<file path="src/rtl/id_stage_pkg.sv">
// Shared decode constants, exception codes and ID/EX register layout for id_stage.
// Opcode/funct values follow the MIPS-I encoding for the supported subset.
package id_stage_pkg;

  localparam logic [31:0] RESET_PC = 32'h0000_3000;

  localparam logic [4:0] ERR_NONE    = 5'd31;
  localparam logic [4:0] ERR_ADEL    = 5'd4;
  localparam logic [4:0] ERR_ADES    = 5'd5;
  localparam logic [4:0] ERR_SYSCALL = 5'd8;
  localparam logic [4:0] ERR_RI      = 5'd10;

  localparam logic [5:0] OP_RTYPE = 6'h00;
  localparam logic [5:0] OP_J     = 6'h02;
  localparam logic [5:0] OP_JAL   = 6'h03;
  localparam logic [5:0] OP_BEQ   = 6'h04;
  localparam logic [5:0] OP_BNE   = 6'h05;
  localparam logic [5:0] OP_ADDIU = 6'h09;
  localparam logic [5:0] OP_ANDI  = 6'h0c;
  localparam logic [5:0] OP_ORI   = 6'h0d;
  localparam logic [5:0] OP_LUI   = 6'h0f;
  localparam logic [5:0] OP_LW    = 6'h23;
  localparam logic [5:0] OP_SW    = 6'h2b;

  localparam logic [5:0] FN_SLL     = 6'h00;
  localparam logic [5:0] FN_JR      = 6'h08;
  localparam logic [5:0] FN_JALR    = 6'h09;
  localparam logic [5:0] FN_SYSCALL = 6'h0c;
  localparam logic [5:0] FN_ADDU    = 6'h21;
  localparam logic [5:0] FN_SUBU    = 6'h23;
  localparam logic [5:0] FN_AND     = 6'h24;
  localparam logic [5:0] FN_OR      = 6'h25;
  localparam logic [5:0] FN_SLT     = 6'h2a;

  typedef enum logic [1:0] {
    IMM_SEXT = 2'd0,
    IMM_ZEXT = 2'd1,
    IMM_LUI  = 2'd2
  } imm_kind_e;

  typedef struct packed {
    logic      legal;
    logic      is_branch;
    logic      is_beq;
    logic      is_jump_imm;
    logic      is_jump_reg;
    logic      is_ctrl;
    imm_kind_e imm_kind;
  } dec_t;

  typedef struct packed {
    logic [31:0] pc;
    logic [31:0] pc8;
    logic [31:0] instr;
    logic [31:0] rs_val;
    logic [31:0] rt_val;
    logic [31:0] imm32;
    logic        err;
    logic [4:0]  errstat;
  } idex_t;

  localparam idex_t IDEX_RESET = '{
    pc:      RESET_PC,
    pc8:     RESET_PC + 32'd8,
    instr:   32'd0,
    rs_val:  32'd0,
    rt_val:  32'd0,
    imm32:   32'd0,
    err:     1'b0,
    errstat: ERR_NONE
  };

  // Anything not matched below is a reserved instruction; nop decodes as sll.
  function automatic dec_t decode(input logic [5:0] op, input logic [5:0] fn);
    dec_t d;
    d = '0;
    d.imm_kind = IMM_SEXT;
    case (op)
      OP_RTYPE: begin
        case (fn)
          FN_SLL, FN_SYSCALL, FN_ADDU, FN_SUBU, FN_AND, FN_OR, FN_SLT: d.legal = 1'b1;
          FN_JR, FN_JALR: begin
            d.legal       = 1'b1;
            d.is_jump_reg = 1'b1;
            d.is_ctrl     = 1'b1;
          end
          default: d.legal = 1'b0;
        endcase
      end
      OP_J, OP_JAL: begin
        d.legal       = 1'b1;
        d.is_jump_imm = 1'b1;
        d.is_ctrl     = 1'b1;
      end
      OP_BEQ, OP_BNE: begin
        d.legal     = 1'b1;
        d.is_branch = 1'b1;
        d.is_beq    = (op == OP_BEQ);
        d.is_ctrl   = 1'b1;
      end
      OP_ORI, OP_ANDI: begin
        d.legal    = 1'b1;
        d.imm_kind = IMM_ZEXT;
      end
      OP_LUI: begin
        d.legal    = 1'b1;
        d.imm_kind = IMM_LUI;
      end
      OP_ADDIU, OP_LW, OP_SW: d.legal = 1'b1;
      default: d.legal = 1'b0;
    endcase
    return d;
  endfunction

endpackage

</file>
<file path="src/rtl/id_grf.sv">
// 32x32 general register file: $0 hardwired to zero, synchronous write,
// combinational read ports with write-through of the same-cycle write.
module id_grf (
  input  logic        clk,
  input  logic        reset,
  input  logic        we,
  input  logic [4:0]  waddr,
  input  logic [31:0] wdata,
  input  logic [4:0]  rs_addr,
  input  logic [4:0]  rt_addr,
  output logic [31:0] rs_data,
  output logic [31:0] rt_data
);

  logic [31:0] regs [1:31];

  always_ff @(posedge clk) begin
    if (reset) begin
      for (int i = 1; i < 32; i++) begin
        regs[i] <= 32'd0;
      end
    end else if (we && (waddr != 5'd0)) begin
      regs[waddr] <= wdata;
    end
  end

  // Write-through saves a forwarding path from WB into ID.
  assign rs_data = (rs_addr == 5'd0)               ? 32'd0 :
                   (we && (rs_addr == waddr))       ? wdata : regs[rs_addr];
  assign rt_data = (rt_addr == 5'd0)               ? 32'd0 :
                   (we && (rt_addr == waddr))       ? wdata : regs[rt_addr];

endmodule

</file>
<file path="src/rtl/id_stage.sv">
// MIPS decode stage: GRF, operand forwarding, branch/jump resolution, RI detection
// and the ID/EX register. Optional ID_BD_TRACK_EN adds the id_bd delay-slot marker.
module id_stage
  import id_stage_pkg::*;
(
  input  logic        clk,
  input  logic        reset,
  input  logic        stall,
  input  logic        flush,
  input  logic [31:0] if_pc,
  input  logic [31:0] if_pc4,
  input  logic [31:0] if_instr,
  input  logic        if_err,
  input  logic [4:0]  if_errstat,
  input  logic [1:0]  fwd_rs_sel,
  input  logic [1:0]  fwd_rt_sel,
  input  logic [31:0] ex_fwd_data,
  input  logic [31:0] mem_fwd_data,
  input  logic        wb_we,
  input  logic [4:0]  wb_addr,
  input  logic [31:0] wb_data,
`ifdef ID_BD_TRACK_EN
  output logic        id_bd,
`endif
  output logic        branch,
  output logic        jump,
  output logic [31:0] branch_addr32,
  output logic [31:0] jump_addr32,
  output logic [31:0] id_pc,
  output logic [31:0] id_pc8,
  output logic [31:0] id_instr,
  output logic [31:0] id_rs_val,
  output logic [31:0] id_rt_val,
  output logic [31:0] id_imm32,
  output logic        id_err,
  output logic [4:0]  id_errstat
);

  logic [31:0] grf_rs;
  logic [31:0] grf_rt;
  logic [31:0] rs_val;
  logic [31:0] rt_val;
  logic [31:0] imm32;
  logic [15:0] imm16;
  dec_t        dec;
  logic        ctrl_block;
  logic        cond_true;
  idex_t       idex_q;
  idex_t       idex_normal;
  idex_t       idex_bubble;

  id_grf u_grf (
    .clk     (clk),
    .reset   (reset),
    .we      (wb_we),
    .waddr   (wb_addr),
    .wdata   (wb_data),
    .rs_addr (if_instr[25:21]),
    .rt_addr (if_instr[20:16]),
    .rs_data (grf_rs),
    .rt_data (grf_rt)
  );

  assign dec   = decode(if_instr[31:26], if_instr[5:0]);
  assign imm16 = if_instr[15:0];

  always_comb begin
    case (fwd_rs_sel)
      2'd1:    rs_val = ex_fwd_data;
      2'd2:    rs_val = mem_fwd_data;
      default: rs_val = grf_rs;
    endcase
    case (fwd_rt_sel)
      2'd1:    rt_val = ex_fwd_data;
      2'd2:    rt_val = mem_fwd_data;
      default: rt_val = grf_rt;
    endcase
  end

  always_comb begin
    case (dec.imm_kind)
      IMM_ZEXT: imm32 = {16'd0, imm16};
      IMM_LUI:  imm32 = {imm16, 16'd0};
      default:  imm32 = {{16{imm16[15]}}, imm16};
    endcase
  end

  // Redirects to IF are suppressed whenever this instruction will not retire from ID.
  assign ctrl_block    = stall | if_err | ~dec.legal;
  assign cond_true     = dec.is_beq ? (rs_val == rt_val) : (rs_val != rt_val);
  assign branch        = dec.is_branch & cond_true & ~ctrl_block;
  assign jump          = (dec.is_jump_imm | dec.is_jump_reg) & ~ctrl_block;
  assign branch_addr32 = if_pc4 + {{14{imm16[15]}}, imm16, 2'b00};
  assign jump_addr32   = dec.is_jump_reg ? rs_val : {if_pc4[31:28], if_instr[25:0], 2'b00};

  always_comb begin
    idex_normal.pc      = if_pc;
    idex_normal.pc8     = if_pc4 + 32'd4;
    idex_normal.instr   = if_err ? 32'd0 : if_instr;
    idex_normal.rs_val  = rs_val;
    idex_normal.rt_val  = rt_val;
    idex_normal.imm32   = imm32;
    idex_normal.err     = if_err | ~dec.legal;
    idex_normal.errstat = if_err ? if_errstat : (dec.legal ? ERR_NONE : ERR_RI);
  end

  // A bubble still carries the stalled instruction's PC so CP0 can report EPC.
  always_comb begin
    idex_bubble         = IDEX_RESET;
    idex_bubble.pc      = if_pc;
    idex_bubble.pc8     = if_pc4 + 32'd4;
  end

  // Stall holds ID and injects a bubble; flush squashes ID/EX; reset outranks both.
  always_ff @(posedge clk) begin
    if (reset || flush) begin
      idex_q <= IDEX_RESET;
    end else if (stall) begin
      idex_q <= idex_bubble;
    end else begin
      idex_q <= idex_normal;
    end
  end

`ifdef ID_BD_TRACK_EN
  logic last_ctrl;

  always_ff @(posedge clk) begin
    if (reset || flush) begin
      last_ctrl <= 1'b0;
      id_bd     <= 1'b0;
    end else if (stall) begin
      id_bd     <= 1'b0;
    end else begin
      id_bd     <= last_ctrl;
      last_ctrl <= dec.is_ctrl & ~if_err;
    end
  end
`endif

  assign id_pc      = idex_q.pc;
  assign id_pc8     = idex_q.pc8;
  assign id_instr   = idex_q.instr;
  assign id_rs_val  = idex_q.rs_val;
  assign id_rt_val  = idex_q.rt_val;
  assign id_imm32   = idex_q.imm32;
  assign id_err     = idex_q.err;
  assign id_errstat = idex_q.errstat;

endmodule

</file>
<file path="config.mk">
export PLATFORM = sky130hd
export DESIGN_NAME = id_stage
export DESIGN_NICKNAME = d
export VERILOG_FILES = /design/src/rtl/id_stage_pkg.sv /design/src/rtl/id_grf.sv /design/src/rtl/id_stage.sv
export SDC_FILE = /design/constraint.sdc
export NUM_CORES = 2
export LEC_CHECK = 0
export CORE_MARGIN = 5
export CORE_UTILIZATION = 30
export CTS_BUF_LIST = sky130_fd_sc_hd__clkbuf_16
export DETAILED_ROUTE_END_ITERATION = 8
export SYNTH_ARGS = -nofsm -noshare
export SYNTH_HDL_FRONTEND = slang
export SYNTH_SLANG_ARGS = --single-unit
</file>
<file path="constraint.sdc">
create_clock -name clk -period 5.9 [get_ports clk]
set_input_delay 1.18 -clock clk [delete_from_list [all_inputs] [get_ports clk]]
set_output_delay 1.18 -clock clk [all_outputs]
set_load 0.02 [all_outputs]
</file>
==> flow_summary_export.csv <==
group,metric,value,unit
clocking,clockBufferDepth,3,
power,seqPwrFrac,0.445,
yosys,ys_ff_latch,1222,
floorplan,core,211900,µm²
floorplan,rows,169,
layout,fin_nets,5959,
clocking,ctsHtreeMaxLevel,4,
power,p_per_area,271.6,nW/µm²
route,avgViaCountPerCell,5.833,
yosys,ys_async_sr_fraction,0,
layout,area_delta_synth_final,29.98,%
clocking,clock_sinks,1222,
timing,fin_tns_setup,-799.9,ps
timing,slew_headroom,0.1880,
critical_path,r2r-end,"id_rs_val[0]",
power,ir_worst_vdd,302.1,µV
yosys,synthFlopType,"edfxtp_1",
yosys,yosys_warnings,0,
power,p_sw_frac,0.2814,
timing,fmax,0.1493,GHz
layout,nFillCells,19960,
critical_path,r2r-start,"u_grf.regs[6][0]",
global_routing,grt_pass1_vias,49640,
critical_path,startpoint_type,"input port",
placed_design,placed_area,77370,µm²
floorplan,start_util,0.3010,
timing,skew,31.77,ps
critical_path,reg2reg_slack,3210,ps
critical_path,crit_fanout,6,
status,violations,"setup timing",
placed_design,dpl.hpwl,213000,µm
floorplan,ios,476,
layout,final-seq-area,34710,µm²
placed_design,pre_cts_slack,-1562,ps
power,cellLeakagePower,29.61,nW
critical_path,cp.arrival,5520,ps
yosys,yosysUniqueCellTypes,78,
timing,fin_crit_sh,1.136,
route,num_vias,50500,
hold_path,hp-class,"in2reg",
timing,period_minus_slack,6700,ps
placed_design,routabilityCongestion,1.028,
clocking,cts_tree,"done",
global_routing,overflow,0,
timing,hold_violations,0,
layout,fin_cells,8658,
route,finalWirelength,302400,µm
power,net-switching-power,6.335,mW
global_routing,grt_max_degree,69,
clocking,clk_pin_slew,60,ps
yosys,yosysSeqAreaShare,0.5443,
route,dr.pass1.iters,9,
power,p_comb_frac,0.193,
layout,layout_commonest_cell,"edfxtp_1",
critical_path,path_class,"in2out",
global_routing,grt_first_pass_wirelength,407500,µm
clocking,cts_buffers,130,
critical_path,crit_path_end_kind,"output port",
route,first_iter_violations,7448,
critical_path,cp-startpoint,"if_instr[16]",
route,avgRoutedWirePerCell,34.93,µm
yosys,postSynthAreaPerCell,13.62,µm²
global_routing,grt_use_total,0.2626,
clocking,cts-root-buf,"clkbuf_16",
route,final_antenna_net_count,0,
layout,layout_common_cells,"1024 x edfxtp_1, 776 x buf_4, 755 x and2_1",
yosys,netlist_instances,4684,
layout,multi_input_area,27750,µm²
power,internal_power,16.18,mW
yosys,synth_area,63770,µm²
run,maxCapViolations,0,
layout,drive_gt1_frac,0.3027,
clocking,ctsHoldBuffers,0,
critical_path,cp-endpoint,"branch",
route,drc_errors,0,
timing,setup_viol,1,
critical_path,ff2ff_path_depth,8,
timing,holdWs,935.5,ps
timing,rsz0062_at_grt,"true",
status,outcome,"complete, but fails checks",
power,clkPwrFrac,0.363,
timing,worstMarginPinSlew,1218,ps
yosys,synth_edf_count,1024,
global_routing,antenna_found_initial,45,
floorplan,die_y,471.1,µm
placed_design,place_inst,8342,
critical_path,required,4720,ps
floorplan,dieArea,221900,µm²
clocking,insertion_delay,820,ps
placed_design,port_buffers,475,
timing,worst_slack,-799.9,ps
floorplan,die_w,471.1,µm
timing,drv_slew,0,
layout,stdcell_area,82900,µm²
## logic make-up (layout without fill, tap and decap cells)
family / after synthesis / in the layout / synth area share
fa+ha+maj: 38 / 38 / 0.007534
xor+xnor: 89 / 89 / 0.01222
other cells: 1 / 61 / 0.00005880
mux: 667 / 667 / 0.2018
flops: 1222 / 1222 / 0.5443
compound gates: 535 / 535 / 0.06027
buf+inv: 513 / 1606 / 0.03339
simple gates: 1619 / 1619 / 0.1404
## state kept, by name, summed over array words and instances, names as in the netlist
name,cells
id_pc,32
id_rs_val,32
id_rt_val,32
id_err,1
id_errstat,5
id_imm32,32
u_grf.regs,1024
id_pc8,32
id_instr,32
## power groups by stage
stage | sequential, mW | clock, mW | combinational [mW]
finish | 10.0 | 8.17 | 4.34
global route | 10.0 | 8.56 | 4.42
CTS | 10.0 | 8.23 | 4.16
detailed placement | 10.2 | 0 | 4.08
global placement | 10.1 | 0 | 4.08
floorplan | 10.1 | 0 | 1.83
## layer usage
layer,routed length [µm],vias up,track usage
met1,101600,25550,0.3065
met4,24810,18,0.1840
met2,138900,3957,0.4164
met3,36980,863,0.07609
met5,122,-,0
li1,-,20110,-
## critical path, cell delays in order
cell and delay (ps):
buf_16 150, buf_16 160, buf_6 120, buf_12 140, buf_16 150, buf_4 160
mux4_2 360, o22ai_1 80, buf_4 180, a211oi_1 480, a21oi_1 220, xnor2_1 190
nand4_1 160, nor4_4 210, nand4_1 390, buf_4 300, or4_4 550, a21oi_4 180
buf_6 140
## per-stage QoR
step                  util  total power [mW]
global placement    0.3652             14.23
global route        0.3912             23.02
floorplan                -             11.97
finish              0.3913             22.52
CTS                 0.3870             22.38
detailed placement  0.3652             14.27
## area by class of cell
cell class,instances,area share
Antenna cell,29,0.0008754
Clock buffer,135,0.04075
Tap cell,2821,0.04258
Timing Repair Buffer,1339,0.1518
Inverter,37,0.001721
Multi-Input combinational cell,2980,0.3348
Clock inverter,95,0.008784
Sequential cell,1222,0.4188
## worst min-delay path by stage
stage | start | to | slack (ps) | depth (start not counted)
floorplan | u_grf.regs[8][12] | id_rt_val[12] | 850 | 5
global placement | u_grf.regs[13][22] | id_rt_val[22] | 1120 | 5
detailed placement | u_grf.regs[13][22] | id_rt_val[22] | 1150 | 5
CTS | if_pc[12] | id_pc[12] | 890 | 2
global route | if_pc[5] | id_pc[5] | 940 | 2
finish | if_pc[12] | id_pc[12] | 940 | 2
## synthesized netlist by cell type, types with 6 or more instances
master	number	share of area
nor2b_1	23	0.0023
a21oi_1	53	0.0042
a22o_1	14	0.0019
and2_1	755	0.074
o22ai_1	42	0.0041
nand2b_1	6	0.00059
nor4_1	14	0.0014
a221oi_1	21	0.0029
nor2_1	198	0.012
nor3_1	344	0.027
a31oi_1	46	0.0045
a211o_1	6	0.00082
or2_2	35	0.0034
buf_2	61	0.0048
nor3b_1	6	0.00071
clkbuf_1	334	0.020
buf_1	50	0.0029
inv_1	34	0.0020
o32ai_1	21	0.0029
or3_1	12	0.0012
nand4_1	12	0.0012
a211oi_1	30	0.0035
dfxtp_1	198	0.062
nand2_1	109	0.0064
o21ai_0	39	0.0031
and3_1	18	0.0018
nand3_1	50	0.0039
xor2_1	34	0.0047
o211ai_1	9	0.0011
mux2_2	12	0.0021
o21bai_1	6	0.00071
nand3b_1	14	0.0016
edfxtp_1	1024	0.48
mux2i_1	161	0.025
ha_1	36	0.0071
xnor2_1	55	0.0076
a2bb2oi_1	6	0.00082
a22oi_1	152	0.018
mux4_2	494	0.17
or3b_2	6	0.00082
buf_4	27	0.0032
a21o_1	33	0.0039
## timing repair
action / 4_1_cts / 5_1_grt
buffers inserted: 12 / 38
pin swaps: 16 / 21
endpoints found under the setup margin: 12 / 4
cloned: 4 / 3
resized for setup: 84 / 82
Note: power is estimated with default switching activity, not from simulation.
